==> config.mk <==
export PLATFORM = sky130hd
export DESIGN_NAME = mainfsm
export DESIGN_NICKNAME = d
export VERILOG_FILES = /design/src/rtl/riscv_pkg.sv /design/src/rtl/mainfsm.sv
export SDC_FILE = /design/constraint.sdc
export NUM_CORES = 1
export LEC_CHECK = 0
export CORE_AREA = 2 2 39 41
export DETAILED_ROUTE_END_ITERATION = 7
export DIE_AREA = 0 0 41 43
export GPL_ROUTABILITY_DRIVEN = 1
export HOLD_SLACK_MARGIN = 0.03
export PLACE_DENSITY = 0.79
export SYNTH_ARGS = -nofsm -noshare
export SYNTH_HDL_FRONTEND = slang
export SYNTH_SLANG_ARGS = --single-unit
==> constraint.sdc <==
create_clock -name clk -period 2.54 [get_ports clk]
set_clock_uncertainty 0.2 [all_clocks]
set_input_delay 0.508 -clock clk [delete_from_list [all_inputs] [get_ports clk]]
set_output_delay 0.508 -clock clk [all_outputs]
set_load 0.02 [all_outputs]
==> src/rtl/riscv_pkg.sv <==
// Shared controller definitions: FSM state type, opcodes and datapath select codes.
package riscv_pkg;

  typedef enum logic [3:0] {
    FETCH    = 4'd0,
    DECODE   = 4'd1,
    MEMADR   = 4'd2,
    MEMREAD  = 4'd3,
    MEMWB    = 4'd4,
    MEMWRITE = 4'd5,
    EXECUTER = 4'd6,
    EXECUTEI = 4'd7,
    ALUWB    = 4'd8,
    JAL      = 4'd9,
    BEQ      = 4'd10
  } statetype;

  // Major opcodes handled by the multicycle core
  localparam logic [6:0] OP_LW  = 7'b0000011;
  localparam logic [6:0] OP_SW  = 7'b0100011;
  localparam logic [6:0] OP_R   = 7'b0110011;
  localparam logic [6:0] OP_I   = 7'b0010011;
  localparam logic [6:0] OP_JAL = 7'b1101111;
  localparam logic [6:0] OP_BEQ = 7'b1100011;

  // ALUOp encodings consumed by the ALU decoder
  localparam logic [1:0] ALUOP_ADD   = 2'b00;
  localparam logic [1:0] ALUOP_SUB   = 2'b01;
  localparam logic [1:0] ALUOP_FUNCT = 2'b10;

  // ALU operand A selects
  localparam logic [1:0] SRCA_PC    = 2'b00;
  localparam logic [1:0] SRCA_OLDPC = 2'b01;
  localparam logic [1:0] SRCA_RD1   = 2'b10;

  // ALU operand B selects
  localparam logic [1:0] SRCB_RD2  = 2'b00;
  localparam logic [1:0] SRCB_IMM  = 2'b01;
  localparam logic [1:0] SRCB_FOUR = 2'b10;

  // Result bus selects
  localparam logic [1:0] RES_ALUOUT    = 2'b00;
  localparam logic [1:0] RES_DATA      = 2'b01;
  localparam logic [1:0] RES_ALURESULT = 2'b10;

endpackage

==> src/rtl/mainfsm.sv <==
// Main multicycle control FSM: sequences fetch/decode/execute/memory/writeback
// and drives the datapath strobes and selects. Outputs are decoded from the
// state register; only IRWrite/PCUpdate in FETCH are qualified by MemReady.
module mainfsm
  import riscv_pkg::*;
(
  input  logic       clk,
  input  logic       reset,
  input  logic [6:0] op,
  input  logic       MemReady,
  output logic       IRWrite,
  output logic       PCUpdate,
  output logic       Branch,
  output logic       RegWrite,
  output logic       MemWrite,
  output logic       AdrSrc,
  output logic [1:0] ALUSrcA,
  output logic [1:0] ALUSrcB,
  output logic [1:0] ResultSrc,
  output logic [1:0] ALUOp,
  output logic       IllegalOp
);

  statetype state_q;
  statetype state_d;

  // State register with synchronous reset into FETCH
  always_ff @(posedge clk) begin
    if (reset) begin
      state_q <= FETCH;
    end else begin
      state_q <= state_d;
    end
  end

  // Next-state logic; unreachable encodings recover to FETCH
  always_comb begin
    state_d = FETCH;
    case (state_q)
      FETCH:    state_d = MemReady ? DECODE : FETCH;
      DECODE: begin
        case (op)
          OP_LW, OP_SW: state_d = MEMADR;
          OP_R:         state_d = EXECUTER;
          OP_I:         state_d = EXECUTEI;
          OP_JAL:       state_d = JAL;
          OP_BEQ:       state_d = BEQ;
          default:      state_d = FETCH;
        endcase
      end
      MEMADR:   state_d = (op == OP_LW) ? MEMREAD : MEMWRITE;
      MEMREAD:  state_d = MemReady ? MEMWB : MEMREAD;
      MEMWB:    state_d = FETCH;
      MEMWRITE: state_d = MemReady ? FETCH : MEMWRITE;
      EXECUTER: state_d = ALUWB;
      EXECUTEI: state_d = ALUWB;
      ALUWB:    state_d = FETCH;
      JAL:      state_d = ALUWB;
      BEQ:      state_d = FETCH;
      default:  state_d = FETCH;
    endcase
  end

  // Output decode; everything is forced low while reset is asserted so an
  // abandoned store or writeback cannot leak a strobe in the reset cycle
  always_comb begin
    IRWrite   = 1'b0;
    PCUpdate  = 1'b0;
    Branch    = 1'b0;
    RegWrite  = 1'b0;
    MemWrite  = 1'b0;
    AdrSrc    = 1'b0;
    ALUSrcA   = SRCA_PC;
    ALUSrcB   = SRCB_RD2;
    ResultSrc = RES_ALUOUT;
    ALUOp     = ALUOP_ADD;
    IllegalOp = 1'b0;
    if (reset) begin
      IllegalOp = 1'b0;
    end else begin
      case (state_q)
        FETCH: begin
          ALUSrcB   = SRCB_FOUR;
          ResultSrc = RES_ALURESULT;
          IRWrite   = MemReady;
          PCUpdate  = MemReady;
        end
        DECODE: begin
          ALUSrcA = SRCA_OLDPC;
          ALUSrcB = SRCB_IMM;
          case (op)
            OP_LW, OP_SW, OP_R, OP_I, OP_JAL, OP_BEQ: IllegalOp = 1'b0;
            default:                                  IllegalOp = 1'b1;
          endcase
        end
        MEMADR: begin
          ALUSrcA = SRCA_RD1;
          ALUSrcB = SRCB_IMM;
        end
        MEMREAD: begin
          AdrSrc = 1'b1;
        end
        MEMWB: begin
          ResultSrc = RES_DATA;
          RegWrite  = 1'b1;
        end
        MEMWRITE: begin
          AdrSrc   = 1'b1;
          MemWrite = 1'b1;
        end
        EXECUTER: begin
          ALUSrcA = SRCA_RD1;
          ALUOp   = ALUOP_FUNCT;
        end
        EXECUTEI: begin
          ALUSrcA = SRCA_RD1;
          ALUSrcB = SRCB_IMM;
          ALUOp   = ALUOP_FUNCT;
        end
        ALUWB: begin
          RegWrite = 1'b1;
        end
        JAL: begin
          ALUSrcA  = SRCA_OLDPC;
          ALUSrcB  = SRCB_FOUR;
          PCUpdate = 1'b1;
        end
        BEQ: begin
          ALUSrcA = SRCA_RD1;
          ALUOp   = ALUOP_SUB;
          Branch  = 1'b1;
        end
        default: begin
          IllegalOp = 1'b0;
        end
      endcase
    end
  end

endmodule

==> impl_results.html <==
<table>
<tr><th>Metric</th><th>Value</th></tr>
<tr><th colspan="2">Run status</th></tr>
<tr><td>Result of the run</td><td>completed</td></tr>
<tr><th colspan="2">Pwr</th></tr>
<tr><td>NetSw</td><td>0.0705 mW</td></tr>
<tr><td>Portion of total power attributed to sequential cells</td><td>between 20% and 30%</td></tr>
<tr><td>Worst IR Drop VDD</td><td>about 0.21 mV</td></tr>
<tr><td>Total power per unit cell area</td><td>271 nW/µm²</td></tr>
<tr><td>Logic pwr share</td><td>a little over a third</td></tr>
<tr><td>Power Internal</td><td>0.161 mW</td></tr>
<tr><td>Switching power share of the total</td><td>30.4%</td></tr>
<tr><td>Clock network fraction of total power</td><td>a little over a third</td></tr>
<tr><td>Leakage power</td><td>0.382 nW</td></tr>
<tr><th colspan="2">Logic synthesis</th></tr>
<tr><td>FF+latch count, synth</td><td>4</td></tr>
<tr><td>Distinct cells, synth</td><td>32</td></tr>
<tr><td>Mux cell area share after synthesis</td><td>~3.7%</td></tr>
<tr><td>Number of warnings printed during yosys synthesis</td><td>0</td></tr>
<tr><td>Xor and xnor fraction of the mapped netlist area</td><td>3.28%</td></tr>
<tr><td>Area fraction of the dominant cell type after synthesis</td><td>15.0%</td></tr>
<tr><td>Combinational family with the most area after synthesis</td><td>simple AND/OR/NAND/NOR gates</td></tr>
<tr><td>Post-synth EDFFs</td><td>0</td></tr>
<tr><td>Post-synthesis share of cell area spent on and, or, nand and nor gates</td><td>51.3%</td></tr>
<tr><td>Syn_area_per_cell</td><td>6.68 µm²</td></tr>
<tr><td>Synth Net Count</td><td>90</td></tr>
<tr><td>Post-synthesis instance area</td><td>534 µm²</td></tr>
<tr><td>Synth area leaders</td><td>sky130_fd_sc_hd__dfxtp_1 15%, sky130_fd_sc_hd__nand2b_1 9.4%, sky130_fd_sc_hd__nor3_1 7.5%, sky130_fd_sc_hd__a21oi_1 6.6%, sky130_fd_sc_hd__nor2_1 5.6%</td></tr>
<tr><td>Dominant cell type by area after synthesis</td><td>sky130_fd_sc_hd__dfxtp_1</td></tr>
<tr><td>Most frequent cells after synthesis</td><td>8 x sky130_fd_sc_hd__nand2b_1, 8 x sky130_fd_sc_hd__nor2_1, 8 x sky130_fd_sc_hd__nor3_1</td></tr>
<tr><td>Synth Instances</td><td>80</td></tr>
<tr><td>Sequential fraction of the synthesis area</td><td>15.0%</td></tr>
<tr><td>Adder-cell share of the synthesized area</td><td>0%</td></tr>
<tr><td>Main synth FF type</td><td>sky130_fd_sc_hd__dfxtp_1</td></tr>
<tr><td>Complex-gate fraction of the synthesized area</td><td>between 10% and 20%</td></tr>
<tr><td>Share of flip-flops with an asynchronous set or reset after synthesis</td><td>0%</td></tr>
<tr><th colspan="2">Layout</th></tr>
<tr><td>Share of the core filled with cells in the final layout</td><td>approximately three fifths</td></tr>
<tr><td>Fraction of final layout cells sized beyond drive strength 1</td><td>20.7%</td></tr>
<tr><td>Growth of design area from synthesis to finish</td><td>60.0%</td></tr>
<tr><td>Number of flip-flops in the largest register</td><td>4</td></tr>
<tr><td>Largest registers</td><td>state_q x4</td></tr>
<tr><td>Cell area after layout</td><td>855 µm²</td></tr>
<tr><td>ANT cells</td><td>0</td></tr>
<tr><td>Register with the most flip-flops</td><td>state_q</td></tr>
<tr><td>Post-layout net count</td><td>128</td></tr>
<tr><th colspan="2">Clock network</th></tr>
<tr><td>Cts hold-fix bufs</td><td>0</td></tr>
<tr><td>Register clock-pin slew on the reported worst setup and hold paths</td><td>0.04 ns</td></tr>
<tr><td>Clock tree from TritonCTS</td><td>yes</td></tr>
<tr><td>Post-CTS repair timing setup buffer count</td><td>0</td></tr>
<tr><td>CTS HTree Levels</td><td>1</td></tr>
<tr><td>Clock tree root buffer cell</td><td>sky130_fd_sc_hd__clkbuf_4</td></tr>
<tr><td>Maximum buffer depth of the clock tree</td><td>2</td></tr>
<tr><td>Number of sinks handled by clock tree synthesis</td><td>4</td></tr>
<tr><td>Later-pin clock latency in the skew report</td><td>roughly 0.25 ns</td></tr>
<tr><td>Num CTS Buffers</td><td>3</td></tr>
<tr><th colspan="2">Worst setup path</th></tr>
<tr><td>Worst path max stage delay</td><td>~0.42 ns</td></tr>
<tr><td>Arr. time, crit path</td><td>1.80 ns</td></tr>
<tr><td>Sequence of cells on the critical path</td><td>clkdlybuf4s50_1 -&gt; buf_4 -&gt; nand2b_1 -&gt; nor3_1 -&gt; dlygate4sd1_1</td></tr>
<tr><td>Required @ worst endpoint</td><td>about 1.8 ns</td></tr>
<tr><td>Max stage delay cell, worst path</td><td>sky130_fd_sc_hd__clkdlybuf4s50_1</td></tr>
<tr><td>Type of origin of the critical path</td><td>primary input</td></tr>
<tr><td>Category of the critical setup timing path</td><td>in2out</td></tr>
<tr><td>Critical path capture point type</td><td>output port</td></tr>
<tr><td>Critical-path maximum fanout</td><td>9</td></tr>
<tr><td>Top delay family on crit path</td><td>buffers and inverters</td></tr>
<tr><td>Combined buffer and inverter count along the critical path</td><td>3</td></tr>
<tr><th colspan="2">Timing</th></tr>
<tr><td>Final worst-path setup slack</td><td>between 0.02 and 0.03 ns</td></tr>
<tr><td>Post-route fraction of the period consumed by the critical path</td><td>98.9%</td></tr>
<tr><td>Final count of pins violating max slew</td><td>0</td></tr>
<tr><td>Setup TNS Final</td><td>0 ns</td></tr>
<tr><td>WHS</td><td>0.527 ns</td></tr>
<tr><td>Endpoints failing setup</td><td>0</td></tr>
<tr><td>Transition time of the tightest slew-check pin</td><td>0.483 ns</td></tr>
<tr><td>Max transition margin</td><td>67.7%</td></tr>
<tr><td>RSZ-0062 raised after global routing</td><td>true</td></tr>
<tr><td>Peak clock frequency supported by timing</td><td>398 MHz</td></tr>
<tr><td>Post-route minimum period</td><td>2.51 ns</td></tr>
<tr><td>Final Hold Violating Endpoints</td><td>0</td></tr>
<tr><th colspan="2">Route</th></tr>
<tr><td>Average wire length per cell after detail routing</td><td>between 10 and 15 µm</td></tr>
<tr><td>Iteration-0 DRC count of the detailed router</td><td>8</td></tr>
<tr><td>Number of design rule violations left after detail routing</td><td>0</td></tr>
<tr><td>DR vias</td><td>717</td></tr>
<tr><td>DR pass1 iterations</td><td>2</td></tr>
<tr><td>Post-Route WL</td><td>1470 µm</td></tr>
<tr><td>Via-to-Cell Ratio</td><td>5.43</td></tr>
<tr><td>Post-route ant nets</td><td>0</td></tr>
<tr><th colspan="2">Global route</th></tr>
<tr><td>Largest net degree at the start of global routing</td><td>16</td></tr>
<tr><td>Global-route wire length before repair</td><td>~2600 µm</td></tr>
<tr><td>GRT Resource Usage Total</td><td>20.3%</td></tr>
<tr><td>Antenna violations before repair</td><td>0</td></tr>
<tr><td>Gr ovfl total</td><td>0</td></tr>
<tr><td>Vias in the first global route</td><td>roughly 640</td></tr>
<tr><th colspan="2">Floorplan</th></tr>
<tr><td>Chip Width</td><td>41 µm</td></tr>
<tr><td>Initial Util</td><td>between 30 and 40%</td></tr>
<tr><td>Die span in y</td><td>43 µm</td></tr>
<tr><td>Die Footprint</td><td>~1800 µm²</td></tr>
<tr><td>Area of the core</td><td>1380 µm²</td></tr>
<tr><td>Standard-cell row count</td><td>14</td></tr>
<tr><td>Top-Level Pins</td><td>25</td></tr>
<tr><th colspan="2">Place</th></tr>
<tr><td>Number of buffers added on ports</td><td>24</td></tr>
<tr><td>Global placement routability congestion</td><td>0.844</td></tr>
<tr><td>Cell area after placement</td><td>865 µm²</td></tr>
<tr><td>Worst setup slack before clock tree synthesis</td><td>-0.359 ns</td></tr>
<tr><td>Post-DP HPWL</td><td>1170 µm</td></tr>
<tr><th colspan="2">Hold path</th></tr>
<tr><td>HP Class</td><td>reg2reg</td></tr>
<tr><th colspan="2">Job</th></tr>
<tr><td>Number of maximum-capacitance constraint violations</td><td>0</td></tr>
</table>
stage by stage:
step / total power [mW] / instances
finish: 0.232 / 132
global route: 0.239 / 132
CTS: 0.230 / 132
detailed placement: 0.154 / 129
global placement: 0.152 / 129
floorplan: 0.106 / 80
logic make-up after synthesis:
| family | after synthesis |
|---|---|
| buf+inv | 8 |
| simple gates | 48 |
| mux | 2 |
| flops | 4 |
| compound gates | 16 |
| xor+xnor | 2 |
final cells by class:
class	instances	area [µm²]
Fill cell	146	529
Multi-Input combinational cell	68	404
Timing Repair Buffer	39	320
Sequential cell	4	80.1
Clock buffer	3	22.5
Tap cell	16	20.0
Inverter	2	7.51
routing by layer:
layer  vias up  global-route usage, %  wire [µm]
met4         0                   8.00         35
met3         5                      0         75
met1       323                   23.6        595
li1        366                      -          -
met2        23                   36.6        766
met5         -                      0          0
worst reg2reg max path, cell delays in order (launching register included):
cell and delay (ns):
sky130_fd_sc_hd__dfxtp_1 0.34, sky130_fd_sc_hd__buf_4 0.20, sky130_fd_sc_hd__nand2b_1 0.17, sky130_fd_sc_hd__nor4_1 0.41
sky130_fd_sc_hd__nand3_1 0.14, sky130_fd_sc_hd__a31oi_1 0.14
cells in the final DEF (no fill, tap or decap), drive strengths merged:
cell type      count
nand3              3
nor2b              2
clkdlybuf4s50      9
clkdlybuf4s15      1
nand4b             1
a21oi              7
dlygate4sd1        2
or2                1
xor2               2
o21bai             1
o2bb2ai            1
dlygate4sd2        8
dfxtp              4
and3               1
nand4              1
clkbuf             5
or3b               1
nand2              4
nor3b              2
nor2               8
and2               1
mux2i              2
inv                2
or4                1
nor3               9
or3                1
nand3b             1
nand2b             8
o22ai              2
o21ai              2
buf               17
nor4               3
a31oi              3
power by group through the flow:
stage | Clock, mW | Combinational [mW] | Sequential, mW
after floorplan | 0 | 0.0392 | 0.0665
after global placement | 0 | 0.0859 | 0.0663
after detailed placement | 0 | 0.0876 | 0.0663
after CTS | 0.0813 | 0.0839 | 0.0653
after global routing | 0.0823 | 0.0915 | 0.0654
final | 0.0838 | 0.0827 | 0.0653
worst paths after layout:
| check | start | end | slack (ns) | cells past startpoint |
|---|---|---|---|---|
| hold / removal | state_q[0] | state_q[1] | 0.53 | 3 |
| setup reg to reg | state_q[0] | state_q[2] | 0.87 | 5 |
| setup / recovery | reset | Branch | 0.03 | 5 |
| hold reg to reg | state_q[0] | state_q[1] | 0.53 | 3 |
what timing repair did:
| action | in CTS | in global routing |
|---|---|---|
| resized for setup | 23 | 8 |
| endpoints found under the hold margin | 0 | 0 |
| setup endpoints to repair | 15 | 7 |
| gates cloned | 0 | 0 |
(Power assumes the default switching activity.)
